`config.mk`:
```
export PLATFORM = sky130hd
export DESIGN_NAME = decode_stage
export DESIGN_NICKNAME = d
export VERILOG_FILES = /design/src/rtl/riscv_pkg.sv /design/src/rtl/imm_gen.sv /design/src/rtl/decode_stage.sv
export SDC_FILE = /design/constraint.sdc
export NUM_CORES = 1
export LEC_CHECK = 0
export BUFFER_PORTS_ARGS = -buffer_cell sky130_fd_sc_hd__buf_2
export CAP_MARGIN = 25
export CORE_MARGIN = 1.5
export CORE_UTILIZATION = 45
export CTS_BUF_LIST = sky130_fd_sc_hd__clkbuf_4 sky130_fd_sc_hd__clkbuf_8
export CTS_CLUSTER_SIZE = 12
export DETAILED_ROUTE_END_ITERATION = 10
export GPL_ROUTABILITY_DRIVEN = 0
export PLACE_DENSITY = 0.77
export SYNTH_ARGS = -nofsm -noshare
export SYNTH_HDL_FRONTEND = slang
export SYNTH_SLANG_ARGS = --single-unit
export TNS_END_PERCENT = 100
```
`constraint.sdc`:
```
create_clock -name clk -period 1.75 [get_ports clk]
set_input_delay 0.2625 -clock clk [delete_from_list [all_inputs] [get_ports clk]]
set_output_delay 0.2625 -clock clk [all_outputs]
set_load 0.02 [all_outputs]
```
`src/rtl/riscv_pkg.sv`:
```
// Shared RV32I definitions: ALU operation encoding, opcode and funct7 constants,
// and the decoded-instruction record carried by the decode stage.
package riscv_pkg;

  typedef enum logic [3:0] {
    ALU_ADD  = 4'b0000,
    ALU_XOR  = 4'b0001,
    ALU_OR   = 4'b0010,
    ALU_AND  = 4'b0011,
    ALU_SLL  = 4'b0100,
    ALU_SRL  = 4'b0101,
    ALU_SRA  = 4'b0110,
    ALU_SLT  = 4'b0111,
    ALU_SLTU = 4'b1000,
    ALU_SUB  = 4'b1001
  } alu_op_e;

  localparam logic [6:0] OPC_OP     = 7'b0110011;
  localparam logic [6:0] OPC_OP_IMM = 7'b0010011;
  localparam logic [6:0] OPC_LUI    = 7'b0110111;

  localparam logic [6:0] F7_BASE = 7'b0000000;
  localparam logic [6:0] F7_ALT  = 7'b0100000;

  typedef struct packed {
    alu_op_e     alu_op;
    logic [4:0]  rs1;
    logic [4:0]  rs2;
    logic [4:0]  rd;
    logic [31:0] imm;
    logic        use_imm;
    logic        reg_we;
    logic        illegal;
  } decode_t;

  // alt selects SUB/SRA; callers only raise it where the alternate form is legal.
  function automatic alu_op_e alu_from_funct3(input logic [2:0] funct3, input logic alt);
    alu_op_e op;
    case (funct3)
      3'b000:  op = alt ? ALU_SUB : ALU_ADD;
      3'b001:  op = ALU_SLL;
      3'b010:  op = ALU_SLT;
      3'b011:  op = ALU_SLTU;
      3'b100:  op = ALU_XOR;
      3'b101:  op = alt ? ALU_SRA : ALU_SRL;
      3'b110:  op = ALU_OR;
      default: op = ALU_AND;
    endcase
    return op;
  endfunction

endpackage

```
`src/rtl/imm_gen.sv`:
```
// Combinational immediate extraction for the supported RV32I formats.
module imm_gen
  import riscv_pkg::*;
(
  input  logic [31:0] instr,
  output logic [31:0] imm
);

  logic [6:0] opcode;
  logic [2:0] funct3;

  assign opcode = instr[6:0];
  assign funct3 = instr[14:12];

  always_comb begin
    imm = '0;
    case (opcode)
      OPC_OP_IMM: begin
        // Shifts carry only the shift amount; the funct7 bits are not part of the value.
        if (funct3 == 3'b001 || funct3 == 3'b101)
          imm = {27'd0, instr[24:20]};
        else
          imm = {{20{instr[31]}}, instr[31:20]};
      end
      OPC_LUI: imm = {instr[31:12], 12'h000};
      default: imm = '0;
    endcase
  end

endmodule

```
`src/rtl/decode_stage.sv`:
```
// RV32I decode stage (OP, OP-IMM, LUI): combinational decode feeding a single
// registered output bank with valid/ready handshake and flush.
module decode_stage
  import riscv_pkg::*;
(
  input  logic        clk,
  input  logic        rst_n,
  input  logic [31:0] instr,
  input  logic        instr_valid,
  output logic        in_ready,
  input  logic        flush,
  input  logic        out_ready,
  output logic        out_valid,
  output logic [3:0]  alu_op,
  output logic [4:0]  rs1,
  output logic [4:0]  rs2,
  output logic [4:0]  rd,
  output logic [31:0] imm,
  output logic        use_imm,
  output logic        reg_we,
  output logic        illegal
);

  logic [6:0]  opcode;
  logic [2:0]  funct3;
  logic [6:0]  funct7;
  logic [31:0] imm_raw;
  logic        is_shift;
  decode_t     dec;
  decode_t     q;
  logic        valid_q;

  assign opcode = instr[6:0];
  assign funct3 = instr[14:12];
  assign funct7 = instr[31:25];

  imm_gen u_imm_gen (
    .instr (instr),
    .imm   (imm_raw)
  );

  always_comb begin
    dec         = '0;
    dec.rs1     = instr[19:15];
    dec.rs2     = instr[24:20];
    dec.rd      = instr[11:7];
    dec.illegal = 1'b1;
    is_shift    = (funct3 == 3'b001) || (funct3 == 3'b101);
    case (opcode)
      OPC_OP: begin
        if (funct7 == F7_BASE ||
            (funct7 == F7_ALT && (funct3 == 3'b000 || funct3 == 3'b101))) begin
          dec.illegal = 1'b0;
          dec.reg_we  = 1'b1;
          dec.alu_op  = alu_from_funct3(funct3, funct7 == F7_ALT);
        end
      end
      OPC_OP_IMM: begin
        if (!is_shift || funct7 == F7_BASE || (funct7 == F7_ALT && funct3 == 3'b101)) begin
          dec.illegal = 1'b0;
          dec.reg_we  = 1'b1;
          dec.use_imm = 1'b1;
          dec.rs2     = '0;
          dec.imm     = imm_raw;
          dec.alu_op  = alu_from_funct3(funct3, is_shift && funct7 == F7_ALT);
        end
      end
      OPC_LUI: begin
        dec.illegal = 1'b0;
        dec.reg_we  = 1'b1;
        dec.use_imm = 1'b1;
        dec.rs1     = '0;
        dec.rs2     = '0;
        dec.imm     = imm_raw;
        dec.alu_op  = ALU_ADD;
      end
      default: ;
    endcase
  end

  assign in_ready = !valid_q || out_ready;

  // Flush only drops valid; fields keep their last loaded value.
  always_ff @(posedge clk or negedge rst_n) begin
    if (!rst_n) begin
      valid_q <= 1'b0;
      q       <= '0;
    end else if (flush) begin
      valid_q <= 1'b0;
    end else if (instr_valid && in_ready) begin
      valid_q <= 1'b1;
      q       <= dec;
    end else if (out_ready) begin
      valid_q <= 1'b0;
    end
  end

  assign out_valid = valid_q;
  assign alu_op    = q.alu_op;
  assign rs1       = q.rs1;
  assign rs2       = q.rs2;
  assign rd        = q.rd;
  assign imm       = q.imm;
  assign use_imm   = q.use_imm;
  assign reg_we    = q.reg_we;
  assign illegal   = q.illegal;

endmodule

```
==> flow_summary.yaml <==
die:
  fp.dieArea_sq_mm: 0.00563
  design.core.area_sq_mm: 0.00504
  row_count: 26
  die_y_um: 75.1
  start_util: 0.463
  floorplan.io_pins: 93
  die_w_um: 75.1
logic_synthesis:
  synth.yosys.warnings: 0
  ys_seq_area_frac: 0.589
  synth.ff_latch_count: 55
  synthCells: 251
  yosys.cell_types.count: 30
  synth.net_count: 288
  syn-mean-instance-area_sq_um: 9.31
  post_synth_instance_area_sq_mm: 0.00234
global_routing:
  vias_in_the_first_global_route: 2075
  grt_pass1_wl_um: 9550
  gr-usage-all-layers: 0.222
  grt_max_degree: 56
  grt-ovfl-total: 0
  grt_antenna_before_repair: 0
sta:
  achievable-frequency_mhz: 590
  slew_headroom: 0.600
  timing_hold_violations_final: 0
  accumulated_negative_setup_slack_ns: 0
  slew_viol_final: 0
  final.setup_skew_ns: 0.00977
  timing.final.crit_share: 0.969
  tightestPinTransition_ns: 0.599
  setup_viol: 0
  fin_crit_ns: 1.69
  unrepaired_setup_endpoints_after_global_routing: "true"
layout:
  layout_common_cells: "sky130_fd_sc_hd__buf_2, sky130_fd_sc_hd__nand2_1, sky130_fd_sc_hd__dfrtp_1"
  fin_nets: 393
  utilization: 0.622
  antenna-diode-count: 0
  finish.cell_count_without_fillers: 427
  post-route-cell-area_sq_mm: 0.00313
  layout_cells_sized_above_1: 0.356
  layout.cells.most_common: "sky130_fd_sc_hd__buf_2"
  area_growth_pct: 34.2
clock_tree:
  cts_max_path_buffers: 2
  cts_tree: "done"
  cts.htree.levels: 2
  cts.repair_timing.setup_buffer_count: 0
  clk_latency_ns: 0.30
  clock-root-buffer: "sky130_fd_sc_hd__clkbuf_8"
  clk_transition_reported_paths_ns: 0.09
  tritoncts_num_sinks: 55
  total_cts_buffers: 5
setup_path:
  critPathSlowestCell: "sky130_fd_sc_hd__or4_4"
  crit_chain: "buf_2 -> or4_4 -> o41ai_4 -> nand3_2 -> a211o_2 -> o31ai_2"
  cp-start-kind: "primary input"
  worst_r2r_path_depth: 5
  rr_startpoint: "out_valid"
  endpoint_required_time_on_the_critical_path_ns: 1.96
  critPathCaptureType: "flip-flop"
  cp_max_fo: 5
  critical_path_arrival_ns: 1.90
  worst_path_largest_cell_delay_ns: 0.57
  worst-setup-path-type: "primary input to flip-flop"
  crit_path_start: "instr[31]"
min_path:
  worst_hold_startpoint: "instr[8]"
  hold_path.class: "primary input to flip-flop"
  hold-path-cell-count: 3
power:
  leakagePower_uw: 0.00165
  pwr_density_cell_mw_per_mm2: 787
  vdd_ir_drop_max_mv: 0.596
detailed_routing:
  postRouteAntennaNets: 0
  route.detailed.drc: 0
  viasPerCell: 5.12
  drt_wl_total_um: 5850
  detailedRoute.firstPassIterationCount: 4
  route.detailed.wl_per_inst_um: 13.7
  dr_total_vias: 2185
  detailedRoute.firstIterationViolations: 145
job:
  maxCapViolCount: 0
place:
  detailedPlacementHpwl_um: 4170
  dpl.cell_count: 418
  io_buffer_count: 92
  placed_cell_area_sq_mm: 0.00302
status:
  status: "completed"
[power by group]
part,switching [uW],internal (uW)
Combinational,238,130
Clock,404,341
Sequential,29.6,1330
Total,672,1800
[cell type report]
type	count	area [sq um]
Fill cell	430	1910
Sequential cell	55	1380
Multi-Input combinational cell	181	937
Timing Repair Buffer	110	623
Clock buffer	7	90.1
Tap cell	70	87.6
Inverter	3	11.3
Clock inverter	1	8.76
[kinds of logic after synthesis]
| group | Yosys count | share of synthesized area |
|---|---|---|
| AND/OR/NAND/NOR | 115 | 0.220 |
| XOR/XNOR | 1 | 0.00375 |
| multiplexers | 1 | 0.00482 |
| AO/OA/AOI/OAI | 64 | 0.158 |
| flip-flops | 55 | 0.589 |
| buffers and inverters | 15 | 0.0246 |
[path summary, 6_finish.rpt]
path	to	slack [ns]
max in group asynchronous	imm[14]	1.03
min	rd[1]	0.15
min reg2reg	rd[3]	0.48
max reg2reg	imm[30]	0.19
max	alu_op[1]	0.06
min in group asynchronous	imm[0]	0.48
[metal layers]
| metal | routed length, um | GRT usage | part of all wire |
|---|---|---|---|
| met4 | 50 | 0.0707 | 0.0086 |
| met5 | 0 | 0 | 0 |
| met1 | 2600 | 0.321 | 0.44 |
| met2 | 2870 | 0.334 | 0.49 |
| met3 | 330 | 0.0469 | 0.056 |
[cells in the mapped netlist (all sizes together)]
cell type	instances	area (sq um)
nand2b	1	6.26
dfrtp	55	1380
or3	1	6.26
nand2	73	274
a211o	1	10.0
a22o	6	52.6
mux2	1	11.3
nand4	1	6.26
a21oi	18	90.1
nor2	10	37.5
or4	2	18.8
clkbuf	10	37.5
o41ai	1	16.3
buf	2	8.75
o21ai	35	175
nor4	1	6.26
inv	3	11.3
and4	2	17.5
nand3	15	80.1
nor3	3	15.0
xor2	1	8.76
o31ai	1	12.5
nor3b	1	12.5
a31oi	2	12.5
nor2b	4	25.0
nand3b	1	7.51
[what timing repair did]
item	4_1_cts	5_1_grt
gates resized for setup	0	2
endpoints found under the setup margin	1	11
pin swaps	1	0
hold buffers	1	0
endpoints found under the hold margin	55	0
[stage by stage]
stage                     setup WS (ns)  total power [uW]  hold slack, ns
after floorplan                  -0.138              1550         -0.0331
after global placement           -0.259              1740           0.280
after detailed placement         -0.336              1750           0.284
after CTS                        0.0555              2490           0.143
after global routing            -0.0361              2590           0.150
final                            0.0551              2470           0.153
[state kept, by name (all words and copies together), names as in the netlist]
| signal | flops |
|---|---|
| out_valid | 1 |
| alu_op | 4 |
| use_imm | 1 |
| illegal | 1 |
| rs1 | 5 |
| rs2 | 5 |
| reg_we | 1 |
| imm | 32 |
| rd | 5 |
[critical path: cells and delay by family]
kind                   cells  cell delay [ns]
AND/OR/NAND/NOR            2             0.68
buffers and inverters      1             0.11
AO/OA/AOI/OAI              3             0.85
No activity file was read; power rests on OpenSTA's default activity.
